===== config.mk =====
export PLATFORM = sky130hd
export DESIGN_NAME = uart_tx_fifo
export DESIGN_NICKNAME = d
export VERILOG_FILES = /design/src/rtl/uart_tx_fifo.sv
export SDC_FILE = /design/constraint.sdc
export NUM_CORES = 1
export LEC_CHECK = 0
export BUFFER_PORTS_ARGS = -buffer_cell sky130_fd_sc_hd__buf_4
export CAP_MARGIN = 20
export CORE_MARGIN = 2
export CORE_UTILIZATION = 30
export CTS_BUF_LIST = sky130_fd_sc_hd__clkbuf_8
export DETAILED_ROUTE_END_ITERATION = 8
export PLACE_DENSITY = 0.57
export SLEW_MARGIN = 20
export SYNTH_ARGS = -nofsm -noshare
export SYNTH_HDL_FRONTEND = slang
export SYNTH_SLANG_ARGS = --single-unit

===== constraint.sdc =====
create_clock -name CLK -period 2.8 [get_ports CLK]
set_input_delay 0.56 -clock CLK [delete_from_list [all_inputs] [get_ports CLK]]
set_output_delay 0.56 -clock CLK [all_outputs]
set_load 0.005 [all_outputs]

===== src/rtl/uart_tx_fifo.sv =====
// UART transmitter with a one-word holding register; TX falls one edge after acceptance and frames run back-to-back.
// READY drops while a word is held and stays low during RST; SEND without READY is ignored.
module uart_tx_fifo #(
  parameter int CLKS_PER_BIT = 10417,
  parameter int DATA_BITS    = 8,
  parameter int PARITY_EN    = 0,
  parameter int PARITY_ODD   = 0,
  parameter int STOP_BITS    = 1
) (
  input  logic                 CLK,
  input  logic                 RST,
  input  logic                 SEND,
  input  logic [DATA_BITS-1:0] DATA,
  output logic                 READY,
  output logic                 BUSY,
  output logic                 DONE,
  output logic                 TX
);

  localparam int TW = (CLKS_PER_BIT > 1) ? $clog2(CLKS_PER_BIT) : 1;
  localparam int IW = $clog2(DATA_BITS);
  localparam logic [TW-1:0] LAST_TICK = TW'(CLKS_PER_BIT - 1);
  localparam logic [IW-1:0] LAST_BIT  = IW'(DATA_BITS - 1);

  typedef enum logic [2:0] {sIdle, sStart, sData, sParity, sStop} state_t;

  state_t               state;
  logic                 holdValid;
  logic [DATA_BITS-1:0] holdData;
  logic [DATA_BITS-1:0] shiftReg;
  logic [TW-1:0]        bitTimer;
  logic [IW-1:0]        bitIdx;
  logic                 stopIdx;
  logic                 parityBit;
  logic                 bitDone;
  logic                 lastStop;
  logic                 accept;
  logic                 loadNow;

  assign READY    = ~holdValid & ~RST;
  assign BUSY     = holdValid | (state != sIdle);
  assign accept   = SEND & READY;
  assign bitDone  = (bitTimer == LAST_TICK);
  assign lastStop = (STOP_BITS == 1) || stopIdx;
  // The held word moves into the shifter either from idle or straight off the final stop bit.
  assign loadNow  = holdValid & ((state == sIdle) | ((state == sStop) & bitDone & lastStop));

  always_ff @(posedge CLK) begin
    if (RST) begin
      state     <= sIdle;
      TX        <= 1'b1;
      DONE      <= 1'b0;
      holdValid <= 1'b0;
      holdData  <= '0;
      shiftReg  <= '0;
      bitTimer  <= '0;
      bitIdx    <= '0;
      stopIdx   <= 1'b0;
      parityBit <= 1'b0;
    end else begin
      DONE <= 1'b0;

      if (accept) begin
        holdData  <= DATA;
        holdValid <= 1'b1;
      end else if (loadNow) begin
        holdValid <= 1'b0;
      end

      if (state != sIdle)
        bitTimer <= bitDone ? '0 : bitTimer + 1'b1;

      case (state)
        sIdle: begin
          if (holdValid) begin
            TX    <= 1'b0;
            state <= sStart;
          end
        end
        sStart: begin
          if (bitDone) begin
            TX       <= shiftReg[0];
            shiftReg <= shiftReg >> 1;
            bitIdx   <= '0;
            state    <= sData;
          end
        end
        sData: begin
          if (bitDone) begin
            if (bitIdx == LAST_BIT) begin
              stopIdx <= 1'b0;
              if (PARITY_EN != 0) begin
                TX    <= parityBit;
                state <= sParity;
              end else begin
                TX    <= 1'b1;
                state <= sStop;
              end
            end else begin
              TX       <= shiftReg[0];
              shiftReg <= shiftReg >> 1;
              bitIdx   <= bitIdx + 1'b1;
            end
          end
        end
        sParity: begin
          if (bitDone) begin
            TX      <= 1'b1;
            stopIdx <= 1'b0;
            state   <= sStop;
          end
        end
        sStop: begin
          if (bitDone) begin
            if (lastStop) begin
              DONE <= 1'b1;
              if (holdValid) begin
                TX    <= 1'b0;
                state <= sStart;
              end else begin
                state <= sIdle;
              end
            end else begin
              stopIdx <= stopIdx + 1'b1;
            end
          end
        end
        default: begin
          TX    <= 1'b1;
          state <= sIdle;
        end
      endcase

      // Parity comes from the stored word so later DATA changes cannot leak into the frame.
      if (loadNow) begin
        shiftReg  <= holdData;
        parityBit <= (^holdData) ^ (PARITY_ODD != 0);
      end
    end
  end

endmodule


==> flow_summary_export.csv <==
group,metric,value,unit
logic_synthesis,synth_top_family_by_area,"simple AND/OR/NAND/NOR gates",
critical_path,crit_buf_inv,0,
placement,port-buffer-count,14,
sta,final-setup-viol-count,0,
critical_path,crit_family,"simple AND/OR/NAND/NOR gates",
clock_tree,cts_hold_buf,0,
clock_tree,cts-htree-levels,2,
critical_path,arrival,2690,ps
flow_run,maxCapViolCount,0,
pwr,p_sw,277.4,uW
pwr,pwr-share-comb,0.090,
drt,wire_per_inst,11.22,um
critical_path,critPathKind,"register to register",
clock_tree,path_clk_slew,80,ps
clock_tree,max-clock-path-buffers,2,
logic_synthesis,synth_seq_area_share,0.4505,
clock_tree,cts_root_buf,"clkbuf_8",
global_routing,grt_usage,0.1197,
logic_synthesis,yosys.cell_types.count,34,
drt,route.detailed.drc,0,
logic_synthesis,synthesis.area,1733,um2
logic_synthesis,synthesis.instances,207,
logic_synthesis,synthArstFlopShare,0,
critical_path,crit_required,3020,ps
pwr,finalPower,1108,uW
sta,slew_headroom,0.7078,
critical_path,start_kind,"register",
clock_tree,clk_latency,300,ps
critical_path,cp_slowest_cell,"or4_1",
logic_synthesis,yosys-top-cells-area,"dfxtp_1 45%, nor2_1 7.8%, nand2_1 5.8%",
placement,hpwl,2250,um
pwr,max-vdd-ir-drop,311.8,uV
pwr,pwr-share-clk,0.370,
final_layout,design_area,2029,um2
pwr,power.internal,830.5,uW
final_layout,instances_no_fill,295,
sta,tns,0,ps
drt,viasPerCell,4.793,
critical_path,crit_chain,"or4_1 -> or4_1 -> or3_4 -> or4_1 -> a21oi_1",
global_routing,grt_pass1_wl,5968,um
final_layout,drive_gt1_frac,0.1435,
hold_path,min_path_type,"register to register",
global_routing,grt_max_degree,29,
pwr,pwr-share-seq,0.539,
sta,hold_violations,0,
final_layout,layout_commonest_cell,"dfxtp_1",
logic_synthesis,ys_ff_latch,39,
drt,vias,1414,
sta,tightestPinTransition,434.6,ps
sta,fin_crit,2462,ps
floorplan,ios,15,
critical_path,crit_path_end_kind,"register",
logic_synthesis,synth_fa_ha_area_frac,0.02888,
placement,place_congestion,0.7398,
clock_tree,cts_sinks,39,
critical_path,crit_top_cell,"or4_1",
critical_path,critPathMaxStageDelay,550,ps
sta,drv_slew,0,
global_routing,antenna_found_initial,0,
critical_path,reg2reg_slack,340,ps
logic_synthesis,synthMuxAreaShare,0.05199,
final_layout,final_cell_mix,"39 x dfxtp_1, 36 x nor2_1, 27 x nand2_1, 21 x buf_4, 13 x a21oi_1",
logic_synthesis,avgSynthCellArea,8.372,um2
pwr,power.density,546.0,nW/um2
final_layout,syn_to_final_growth,17.11,%
pwr,swShare,0.2504,
drt,first_pass_iters,4,
floorplan,std_cell_rows,27,
floorplan,dieArea,6400,um2
drt,ant_nets,0,
floorplan,die_x,80,um
final_layout,diodes,0,
sta,timing.fmax,406.2,MHz
logic_synthesis,synth_area_leader_cell,"dfxtp_1",
logic_synthesis,yosys_warnings,0,
logic_synthesis,synth-simple-area-share,0.2736,
outcome,outcome,"completed",
sta,fin_skew,12.75,ps
logic_synthesis,synth_top_area_share,0.4505,
clock_tree,cts_buffers,5,
floorplan,die_h,80,um
floorplan,initial_core_util,0.3128,
sta,fin_crit_sh,0.8793,
drt,routed_wl,3311,um
logic_synthesis,synth_xor_area_frac,0.04549,
logic_synthesis,synth_compound_area_frac,0.1141,
clock_tree,postCtsSetupBuffers,0,
logic_synthesis,synth_flop_cell,"dfxtp_1",
drt,detail_route.iter0.violations,93,
floorplan,core,5540,um2
logic_synthesis,synth_edf_count,0,
global_routing,overflow,0,
logic_synthesis,synth_nets,222,
placement,placed_area,1931,um2
placement,place_inst,287,
critical_path,path_max_fanout,4,
pwr,p_leak,0.0007822,uW
final_layout,finalNetCount,237,
clock_tree,cts_tree,"built",
sta,rsz0062_at_grt,"false",
global_routing,grt_pass1_vias,1323,
clock_tree,cts_resized,0,
cells in the mapped netlist, types with 2 or more instances:
cell type and count:
dfxtp_1 39, nor2_1 36, nand2_1 27, a21oi_1 13, clkbuf_1 12, mux2i_1 9, nand3_1 7, nor3_1 7
xor2_1 7, a311oi_1 6, ha_1 4, or3_1 4, or4_1 4, inv_1 3, o21ai_0 3, and3_1 2
nand2b_1 2, nand3b_1 2, nand4_1 2, nor3b_1 2, o21bai_1 2, xnor2_1 2
worst reg2reg max path, cell delays in order, from the launching register on:
cell,delay (ps)
dfxtp_1,340
or4_1,510
or4_1,550
or3_4,390
or4_1,460
a21oi_1,140
kinds of logic (layout without fill, tap and decap cells):
kind of cell	Yosys count	in the layout
simple gates	100	100
flops	39	39
compound gates	30	30
buf+inv	16	32
xor+xnor	9	9
mux	9	9
fa+ha+maj	4	4
layer usage:
| metal | vias up | track usage | part of all wire |
|---|---|---|---|
| li1 | 746 | - | - |
| met1 | 645 | 0.1525 | 0.49 |
| met2 | 18 | 0.1850 | 0.45 |
| met3 | 5 | 0.03507 | 0.034 |
| met4 | 0 | 0.05593 | 0.018 |
| met5 | - | 0 | 0 |
state kept, by name (all words and copies together) (netlist names):
register and cells:
holdValid 1, shiftReg 8, DONE 1, bitTimer 14, state 3, holdData 8, TX 1, bitIdx 3
stage by stage:
| step | setup WS (ps) | utilization | hold slack, ps |
|---|---|---|---|
| final | 338.1 | 0.3663 | 457.2 |
| after global routing | 259.6 | 0.3663 | 472.0 |
| after CTS | 327.5 | 0.3663 | 461.9 |
| after detailed placement | 363.7 | 0.3485 | 449.7 |
| after global placement | 369.0 | 0.3485 | 444.2 |
| after floorplan | 328.7 | - | 431.2 |
layout make-up:
type / instances / area [um2]
clock inverter: 2 / 16.27
tap: 72 / 90.09
fill: 596 / 3511
clock buffer: 6 / 82.58
timing repair buffer: 21 / 157.7
inverter: 3 / 11.26
multi-input combinational: 152 / 890.9
sequential: 39 / 780.7
power by group through the flow:
stage | registers, uW | clock network [uW] | logic, uW
CTS | 598 | 428 | 102
global placement | 611 | 0 | 102
floorplan | 604 | 0 | 70.4
finish | 598 | 410 | 100
detailed placement | 610 | 0 | 102
global route | 601 | 450 | 114
final timing paths:
check                            from                endpoint  cells after the start
min            bitIdx[1]$_SDFFE_PP0P_  bitIdx[1]$_SDFFE_PP0P_                      2
max          bitTimer[2]$_SDFFE_PP0P_  bitIdx[0]$_SDFFE_PP0P_                      5
max reg2reg  bitTimer[2]$_SDFFE_PP0P_  bitIdx[0]$_SDFFE_PP0P_                      5
min reg2reg    bitIdx[1]$_SDFFE_PP0P_  bitIdx[1]$_SDFFE_PP0P_                      2
Power figures use the tool's default switching activity.
